[src/rtl/uart_ctrl_pkg.sv]
// Shared types and constants for the arbitrated 8N1 UART transmitter.
// Holds the frame state encoding, the data width and the default requester count.
package uart_ctrl_pkg;

    localparam int DATA_BITS    = 8;
    localparam int NREQ_DEFAULT = 4;

    typedef enum logic [1:0] {
        IDLE,
        START,
        DATA,
        STOP
    } uart_state_t;

endpackage

[src/rtl/uart_tx_serializer.sv]
// Shift register, bit counter and line register for one 8N1 frame.
// It follows the arbiter's frame state and reports when the current phase's last bit is out.
module uart_tx_serializer
    import uart_ctrl_pkg::*;
#(
    parameter int STOP_BITS = 1
)
(
    input  logic                 clk_baud,
    input  logic                 reset,
    input  logic                 load_i,
    input  logic [DATA_BITS-1:0] byte_i,
    input  uart_state_t          state_i,
    output logic                 done_o,
    output logic                 tx_o
);

    localparam logic [2:0] LAST_DATA = 3'(DATA_BITS - 1);
    localparam logic [2:0] LAST_STOP = 3'(STOP_BITS - 1);

    logic [DATA_BITS-1:0] shift_q, shift_d;
    logic [2:0]           bitCnt_q, bitCnt_d;
    logic                 tx_q, tx_d;

    // The line value is computed one edge ahead so uart_tx leaves a flop.
    always_comb begin
        shift_d  = shift_q;
        bitCnt_d = bitCnt_q;
        tx_d     = 1'b1;
        if (load_i) begin
            shift_d  = byte_i;
            bitCnt_d = '0;
            tx_d     = 1'b0;
        end else begin
            case (state_i)
                START: begin
                    tx_d     = shift_q[0];
                    shift_d  = shift_q >> 1;
                    bitCnt_d = '0;
                end
                DATA: begin
                    if (bitCnt_q == LAST_DATA) begin
                        bitCnt_d = '0;
                    end else begin
                        tx_d     = shift_q[0];
                        shift_d  = shift_q >> 1;
                        bitCnt_d = bitCnt_q + 3'd1;
                    end
                end
                STOP: begin
                    bitCnt_d = (bitCnt_q == LAST_STOP) ? 3'd0 : bitCnt_q + 3'd1;
                end
                default: begin
                    bitCnt_d = '0;
                end
            endcase
        end
    end

    always_ff @(posedge clk_baud or posedge reset) begin
        if (reset) begin
            shift_q  <= '0;
            bitCnt_q <= '0;
            tx_q     <= 1'b1;
        end else begin
            shift_q  <= shift_d;
            bitCnt_q <= bitCnt_d;
            tx_q     <= tx_d;
        end
    end

    assign done_o = ((state_i == DATA) && (bitCnt_q == LAST_DATA)) ||
                    ((state_i == STOP) && (bitCnt_q == LAST_STOP));
    assign tx_o   = tx_q;

endmodule

[src/rtl/uart_tx_arbiter.sv]
// Several byte requesters share one 8N1 transmitter; round-robin or fixed-priority
// arbitration picks the next frame whenever the line is idle.
module uart_tx_arbiter
    import uart_ctrl_pkg::*;
#(
    parameter int NREQ      = NREQ_DEFAULT,
    parameter int STOP_BITS = 1
)
(
    input  logic                    clk_baud,
    input  logic                    reset,
    input  logic                    enable,
    input  logic                    prio_mode,
    input  logic [NREQ-1:0]         req_valid,
    input  logic [8*NREQ-1:0]       req_data,
    output logic [NREQ-1:0]         req_ready,
    output logic                    uart_tx,
    output logic                    busy,
    output logic [$clog2(NREQ)-1:0] grant_id,
    output logic                    frame_done,
    output logic [15:0]             frame_cnt
);

    localparam int GW = $clog2(NREQ);

    uart_state_t          state_q;
    logic [GW-1:0]        grantId_q;
    logic [GW-1:0]        lastGrant_q;
    logic                 busy_q;
    logic                 frameDone_q;
    logic [15:0]          frameCnt_q;

    logic [GW-1:0]        winner_d;
    logic [DATA_BITS-1:0] selByte_d;
    logic                 transfer;
    logic                 serDone;

    // Loops run downwards so the lowest index (or nearest round-robin offset) wins last.
    always_comb begin
        int idx;
        idx      = 0;
        winner_d = '0;
        if (prio_mode) begin
            for (int i = NREQ - 1; i >= 0; i--) begin
                if (req_valid[i]) winner_d = GW'(i);
            end
        end else begin
            for (int off = NREQ; off >= 1; off--) begin
                idx = (int'(lastGrant_q) + off) % NREQ;
                if (req_valid[idx]) winner_d = GW'(idx);
            end
        end
    end

    always_comb begin
        req_ready = '0;
        if ((state_q == IDLE) && enable && (|req_valid)) begin
            req_ready[winner_d] = 1'b1;
        end
    end

    assign transfer = |(req_valid & req_ready);

    always_comb begin
        selByte_d = '0;
        for (int i = 0; i < NREQ; i++) begin
            if (winner_d == GW'(i)) selByte_d = req_data[8*i +: 8];
        end
    end

    always_ff @(posedge clk_baud or posedge reset) begin
        if (reset) begin
            state_q     <= IDLE;
            grantId_q   <= '0;
            lastGrant_q <= GW'(NREQ - 1);
            busy_q      <= 1'b0;
            frameDone_q <= 1'b0;
            frameCnt_q  <= '0;
        end else begin
            frameDone_q <= 1'b0;
            case (state_q)
                IDLE: begin
                    if (transfer) begin
                        state_q     <= START;
                        grantId_q   <= winner_d;
                        lastGrant_q <= winner_d;
                        busy_q      <= 1'b1;
                    end
                end
                START: begin
                    state_q <= DATA;
                end
                DATA: begin
                    if (serDone) state_q <= STOP;
                end
                STOP: begin
                    if (serDone) begin
                        state_q     <= IDLE;
                        busy_q      <= 1'b0;
                        frameDone_q <= 1'b1;
                        frameCnt_q  <= frameCnt_q + 16'd1;
                    end
                end
                default: begin
                    state_q <= IDLE;
                    busy_q  <= 1'b0;
                end
            endcase
        end
    end

    uart_tx_serializer #(
        .STOP_BITS (STOP_BITS)
    ) u_serializer (
        .clk_baud (clk_baud),
        .reset    (reset),
        .load_i   (transfer),
        .byte_i   (selByte_d),
        .state_i  (state_q),
        .done_o   (serDone),
        .tx_o     (uart_tx)
    );

    assign busy       = busy_q;
    assign grant_id   = grantId_q;
    assign frame_done = frameDone_q;
    assign frame_cnt  = frameCnt_q;

endmodule

[config.mk]
export PLATFORM = sky130hd
export DESIGN_NAME = uart_tx_arbiter
export DESIGN_NICKNAME = d
export VERILOG_FILES = /design/src/rtl/uart_ctrl_pkg.sv /design/src/rtl/uart_tx_serializer.sv /design/src/rtl/uart_tx_arbiter.sv
export SDC_FILE = /design/constraint.sdc
export NUM_CORES = 1
export LEC_CHECK = 0
export ABC_AREA = 1
export CORE_ASPECT_RATIO = 0.9
export CORE_MARGIN = 4
export CORE_UTILIZATION = 45
export DETAILED_ROUTE_END_ITERATION = 10
export PLACE_DENSITY = 0.81
export RECOVER_POWER = 100
export SETUP_SLACK_MARGIN = 0.1
export SLEW_MARGIN = 20
export SYNTH_ARGS = -nofsm -noshare
export SYNTH_HDL_FRONTEND = slang
export SYNTH_HIERARCHICAL = 1
export SYNTH_SLANG_ARGS = --single-unit
[constraint.sdc]
create_clock -name clk_baud -period 2.85 [get_ports clk_baud]
set_input_delay 0.57 -clock clk_baud [delete_from_list [all_inputs] [get_ports clk_baud]]
set_output_delay 0.57 -clock clk_baud [all_outputs]
set_load 0.02 [all_outputs]
# After elaboration in Yosys (flattened, before gate mapping)
# Index checks and enable logic that the tools add are counted.
op_classes:
  bitwise: 5
  magnitude_cmp: 6
  n_addsub: 6
  n_eq_ne: 11
  n_reduce_logical: 22
  n_mux: 47
ops:
  columns: ["cell", "count"]
  rows:
  - ["8-bit 2-to-1 mux", 6]
  - ["2-bit 2-to-1 mux", 12]
  - ["16-bit by 1-bit adder with 16-bit output, second input constant", 1]
  - ["3-bit by 4-bit less-than comparator with 1-bit output, second input constant", 4]
  - ["8-bit case mux with 2 select lines", 1]
  - ["1-bit 2-to-1 mux", 15]
  - ["3-bit 2-to-1 mux", 3]
  - ["1-bit binary-select mux with 2-bit select", 4]
  - ["2-bit equality test, second input constant", 4]
  - ["2-bit case mux with 4 select lines", 1]
  - ["2-bit OR reduction", 4]
  - ["4-bit OR reduction", 2]
  - ["2-bit != test, second input constant", 3]
  - ["3-bit case mux with 2 select lines", 1]
  - ["2-bit AND reduction", 3]
  - ["3-bit AND reduction", 2]
  - ["1-bit logical AND", 5]
  - ["2-bit by 1-bit adder with 2-bit output, second input constant", 2]
  - ["2-bit adder, second input constant", 2]
  - ["1-bit bitwise AND, first input constant", 4]
  - ["4-bit bitwise AND", 1]
  - ["2-bit by 1-bit equality test with 1-bit output, second input constant", 2]
  - ["2-bit zero test", 2]
  - ["4-bit 2-to-1 mux", 1]
  - ["other kinds (11)", 12]
totals:
  ff_bits: 36
  in_bits: 40
  word_cells: 106
  out_inout_bits: 25

# Longest topological paths before layout
logic_depth:
  depth_word: 20
  depth_mapped: 18
  mapped_depth_nobuf: 16

# Cells and area by module
# Netlist, hierarchy kept.
by_module_without_submodules:
  columns: ["module", "area_per_inst_um2", "cells_each", "instances"]
  rows:
  - ["uart_tx_arbiter", 1736.7, 217, 1]
  - ["uart_tx_serializer", 742.0, 95, 1]

# Worst setup path before layout
# No wires, ideal clock.
synth_path:
  path_kind: "register to output"
  from: "reg lastGrant_q[0]"
  to: "out req_ready[2]"
  path_buffers: 2
  path_slack_ps: 409
  stages_incl_launch_ff: 13
  arrival_time_ps: 1871
  path_cell_list: "dfstp_2 > buf_6 > inv_6 > nand2_1 > nand3_1 > nand2_1 > inv_1 > nand2_1 > nand3_1 > nand3_4 > nand2_2 > buf_6 > nor3_1"
synth_via:
  elab_chain_len: 14
  elab_cells_between_ends: 27
synth_rtl:
  columns: ["element", "line_no", "source"]
  rows:
  - ["from (decl)", "uart_tx_arbiter.sv:28", "logic [GW-1:0] lastGrant_q;"]
  - ["from (signal assigned)", "uart_tx_arbiter.sv:75", "lastGrant_q <= GW'(NREQ - 1);"]
  - ["from (signal assigned)", "uart_tx_arbiter.sv:86", "lastGrant_q <= winner_d;"]
  - ["2-bit by 1-bit adder with 2-bit output", "uart_tx_arbiter.sv:49", "idx = (int'(lastGrant_q) + off) % NREQ;"]
  - ["1-bit binary-select mux with 2-bit select", "uart_tx_arbiter.sv:50", "if (req_valid[idx]) winner_d = GW'(idx);"]
  - ["1-bit 2-to-1 mux (not written as such) (2 in a row)", "uart_tx_arbiter.sv:50", null]
  - ["2-bit 2-to-1 mux (3 in a row)", "uart_tx_arbiter.sv:50", null]
  - ["2-bit 2-to-1 mux *", "uart_tx_arbiter.sv:50", null]
  - ["2-bit 2-to-1 mux *", "uart_tx_arbiter.sv:43", "if (prio_mode) begin"]
  - ["2-bit by 3-bit less-than comparator with 1-bit output (not written as such) or 2-bit by 1-bit greater-or-equal comparator with 1-bit output (tied branches)", "uart_tx_arbiter.sv:58", "req_ready[winner_d] = 1'b1;"]
  - ["1-bit logical AND (not written as such)", "uart_tx_arbiter.sv:58", null]
  - ["1-bit 2-to-1 mux (not written as such)", "uart_tx_arbiter.sv:58", null]
  - ["1-bit demux with 2-bit select *", "uart_tx_arbiter.sv:58", null]
  - ["4-bit 2-to-1 mux *", "uart_tx_arbiter.sv:57", "if ((state_q == IDLE) && enable && (|req_valid)) begin"]
  - ["to (decl)", "uart_tx_arbiter.sv:16", "output logic [NREQ-1:0] req_ready,"]
# Every way passes the cells marked *; elsewhere a longest branch is shown, timed or not. The select of a mux whose other input is x is not followed.

# Worst setup path after layout
# Same ends and word-level chain as after synthesis.

==> out/summary.json <==
{
  "outcome": {"value": "finished clean"},
  "detail_route.drc_violations": {"value": 0},
  "power.static_leakage": {"value": 1.65, "unit": "nW"},
  "clockBufferDepth": {"value": 2},
  "clock_skew": {"value": 8.92, "unit": "ps"},
  "r2r_cells": {"value": 11},
  "routed-wl-met2": {"value": 2930, "unit": "um"},
  "synthToLayoutAreaGrowth": {"value": 31.5, "unit": "%"},
  "pin_count_of_the_biggest_net_entering_global_routing": {"value": 25},
  "min_period_over_period": {"value": 92.6, "unit": "%"},
  "timing.hold.worst.class": {"value": "register to register"},
  "sinks_on_the_clock_net": {"value": 36},
  "grt_first_pass_wirelength": {"value": 10000, "unit": "um"},
  "period_needed": {"value": 2640, "unit": "ps"},
  "final_max_slew_viol_count": {"value": 0},
  "synth_top_area_cell": {"value": "dfrtp_1"},
  "dr_wl_met3": {"value": 338, "unit": "um"},
  "critPathMaxFanout": {"value": 9},
  "die_area": {"value": 0.00676, "unit": "sq mm"},
  "logic_depth_of_the_worst_path_buffers_included": {"value": 11},
  "grt_antenna_before_repair": {"value": 0},
  "synth_cells": {"value": 312},
  "cpMostUsedCell": {"value": "nand2_1"},
  "numCtsBuffers": {"value": 5},
  "tritoncts": {"value": "built"},
  "synthAdderAreaFrac": {"value": 5.55, "unit": "%"},
  "synth_warnings": {"value": 6},
  "post_synth.cell_area_avg": {"value": 7.94, "unit": "sq um"},
  "worst_path_max_delay_cell": {"value": "dfstp_2"},
  "std_cell_rows": {"value": 25},
  "ir_drop": {"value": 0.466, "unit": "mV"},
  "max_slew.worst_pin.slew": {"value": 1260, "unit": "ps"},
  "timing.setup.critical_path_class": {"value": "register to output pin"},
  "die_w": {"value": 86.2, "unit": "um"},
  "clock_tree.root_cell": {"value": "clkbuf_8"},
  "drt_wl_total": {"value": 5920, "unit": "um"},
  "endpoint_kind": {"value": "output pin"},
  "globalRouteTotalUtil": {"value": 18.0, "unit": "%"},
  "yosys.area_share.simple": {"value": 37.6, "unit": "%"},
  "rsz0062_at_grt": {"value": "no"},
  "post_synth_mux_area_share": {"value": 0, "unit": "%"},
  "cell_chain_of_the_critical_path": {"value": "inv_6 -> nand2_1 -> nand2_1 -> nand2_1 -> nand2_2 -> inv_1 -> nand3_1 -> nand3_4 -> nand2_4 -> nor3_1 -> clkbuf_1"},
  "cp_num_buf_inv": {"value": 3},
  "fin_tns_setup": {"value": 0, "unit": "ps"},
  "seqCellArea": {"value": 905, "unit": "sq um"},
  "routed_wire_length_per_instance": {"value": 13.0, "unit": "um"},
  "cts_hold_buffers": {"value": 0},
  "yosysSeqAreaShare": {"value": 36.5, "unit": "%"},
  "drt-met1-wl": {"value": 2600, "unit": "um"},
  "ys_types": {"value": 32},
  "synth_xor_area_share": {"value": 5.30, "unit": "%"},
  "fin_ws": {"value": 211, "unit": "ps"},
  "pwr_density_cell": {"value": 796, "unit": "mW/mm^2"},
  "design.final.nets": {"value": 440},
  "dr_total_vias": {"value": 2328},
  "gr-total-overflow": {"value": 0},
  "antenna_violating_nets_post_route": {"value": 0},
  "clkLatencyLatePin": {"value": 280, "unit": "ps"},
  "port_buffers": {"value": 64},
  "cts-htree-levels": {"value": 2},
  "synth_top_family_by_area": {"value": "simple AND/OR/NAND/NOR gates"},
  "via_per_inst": {"value": 5.09},
  "synth.ff_latch_count": {"value": 36},
  "grt_pass1_vias": {"value": 2273},
  "total_area_of_multi_input_combinational_cells": {"value": 0.00131, "unit": "sq mm"},
  "timing.max_cap.violations": {"value": 0},
  "drt_pass1_iterations": {"value": 4},
  "setup-violations-final": {"value": 0},
  "fmax": {"value": 379, "unit": "MHz"},
  "path_delay_family": {"value": "simple AND/OR/NAND/NOR gates"},
  "io-pin-count": {"value": 65},
  "synth.net_count": {"value": 363},
  "chipHeight": {"value": 78.4, "unit": "um"},
  "drive_gt1_share": {"value": 12.8, "unit": "%"},
  "place_ws": {"value": -356, "unit": "ps"},
  "cpPeakStageDelay": {"value": 660, "unit": "ps"},
  "worst_hold_slack": {"value": 469, "unit": "ps"},
  "post_cts_buffers": {"value": 0},
  "antennaDiodeCount": {"value": 0},
  "worstPathArrival": {"value": 2070, "unit": "ps"},
  "drt-initial-drc-count": {"value": 100},
  "clock_slew_at_the_register_clock_pins_of_the_worst_setup_and_hold_paths": {"value": 70, "unit": "ps"},
  "top_cells_by_area_in_the_synthesized_netlist": {"value": "dfrtp_1, nand2_1, nand3_1"},
  "start_util": {"value": 46.9, "unit": "%"},
  "highest_layer": {"value": "met4"},
  "totalPowerFinal": {"value": 2.59, "unit": "mW"},
  "final_hold_viol_count": {"value": 0},
  "post_syn_area": {"value": 0.00248, "unit": "sq mm"},
  "hold_depth": {"value": 1},
  "worstPathRequired": {"value": 2280, "unit": "ps"},
  "gp_congestion": {"value": 0.856},
  "worst_slew_margin_rel": {"value": 15.7, "unit": "%"},
  "netlist.area_leader.share": {"value": 33.3, "unit": "%"},
  "floorplan.core_area": {"value": 0.00529, "unit": "sq mm"},
  "synth_compound_area_share": {"value": 5.05, "unit": "%"},
  "dpl.hpwl": {"value": 4520, "unit": "um"},
  "number_of_inserted_filler_cells_in_the_final_layout": {"value": 462},
  "critical_path.startpoint_type": {"value": "register"}
}
==> what timing repair did <==
| item | 4_1_cts | 5_1_grt |
|---|---|---|
| setup endpoints to repair | 4 | 4 |
| pin swaps | 0 | 0 |
| resized for setup | 17 | 7 |
==> cells in the final DEF (no fill, tap or decap), types with 4 or more instances in the layout <==
master / count
ha_1: 11
a21oi_1: 6
nand4_1: 27
dlygate4sd3_1: 22
clkbuf_8: 5
clkbuf_1: 7
dfrtp_1: 33
nand2_2: 9
nor2_1: 6
buf_4: 12
xnor2_1: 7
clkdlybuf4s50_1: 34
nand2_1: 87
xor2_1: 8
nor3_2: 4
nand3_1: 39
o21ai_0: 10
inv_1: 34
==> final timing paths <==
| kind | slack (ps) | startpoint | end |
|---|---|---|---|
| worst max-delay path | 210 | lastGrant_q[0] | req_ready[2] |
| worst min-delay path | 470 | frame_cnt[15] | frame_cnt[15] |
| worst max register to register | 340 | state_q[0] | u_serializer/shift_q[5] |
| worst min register to register | 470 | frame_cnt[15] | frame_cnt[15] |
| max in group asynchronous | 920 | reset | frame_done |
| min in group asynchronous | 770 | reset | u_serializer/bitCnt_q[2] |
==> per-layer routing <==
metal / global-route usage, % / vias to the layer above
met2: 30.8 / 69
met1: 23.6 / 1076
li1: - / 1177
met3: 3.78 / 6
met5: 0 / -
met4: 3.58 / 0
==> report_power, final <==
group	switching, mW	internal, mW	total, mW
sequential	0.109	0.651	0.759
clock	0.179	0.170	0.349
combinational	0.925	0.560	1.49
total	1.21	1.38	2.59
==> state kept, by name, summed over array words and instances, names as in the netlist <==
register and count:
u_serializer/shift_q 8, u_serializer/bitCnt_q 3, u_serializer/tx_o 1, lastGrant_q 2
frame_cnt 16, busy 1, frame_done 1, grant_id 2
state_q 2
==> final cells by class <==
type / count / share of cell area, %
clock buffer: 5 / 2.11
clock inverter: 3 / 0.576
sequential: 36 / 27.8
tap: 67 / 2.57
timing repair buffer: 80 / 22.4
multi-input combinational: 229 / 40.2
inverter: 37 / 4.45
==> cells by family after synthesis <==
family	after synthesis
AOI/OAI and AO/OA	20
and+or+nand+nor	183
adders and majority gates	11
xor gates and xnor gates	15
buffers and inverters	47
DFF	36
==> cells in the mapped netlist <==
| cell type | n |
|---|---|
| clkinv_2 | 1 |
| ha_1 | 11 |
| nand2_1 | 86 |
| nor2_1 | 6 |
| xnor2_1 | 7 |
| inv_1 | 33 |
| nor3_1 | 2 |
| inv_2 | 2 |
| nand2_2 | 11 |
| inv_6 | 1 |
| nor3_2 | 4 |
| o211ai_1 | 1 |
| o21ai_0 | 10 |
| o21ai_1 | 1 |
| nor4_2 | 1 |
| nand3_1 | 38 |
| a21oi_4 | 1 |
| a21oi_1 | 6 |
| buf_6 | 8 |
| buf_4 | 1 |
| nand3_4 | 1 |
| nor4_1 | 1 |
| nor2_2 | 3 |
| nand4_1 | 26 |
| dfrtp_1 | 33 |
| o21ai_4 | 1 |
| dfstp_2 | 3 |
| nand4_4 | 1 |
| nand3_2 | 2 |
| nor3b_4 | 1 |
| buf_2 | 1 |
| xor2_1 | 8 |
==> per-stage QoR <==
step                cell area [sq um]  utilization (%)  cells
floorplan                        2480                -    312
global placement                 3220             60.9    449
detailed placement               3220             60.9    449
CTS                              3290             62.2    457
global route                     3260             61.7    457
finish                           3260             61.7    457
No activity file was read; power rests on OpenSTA's default activity.
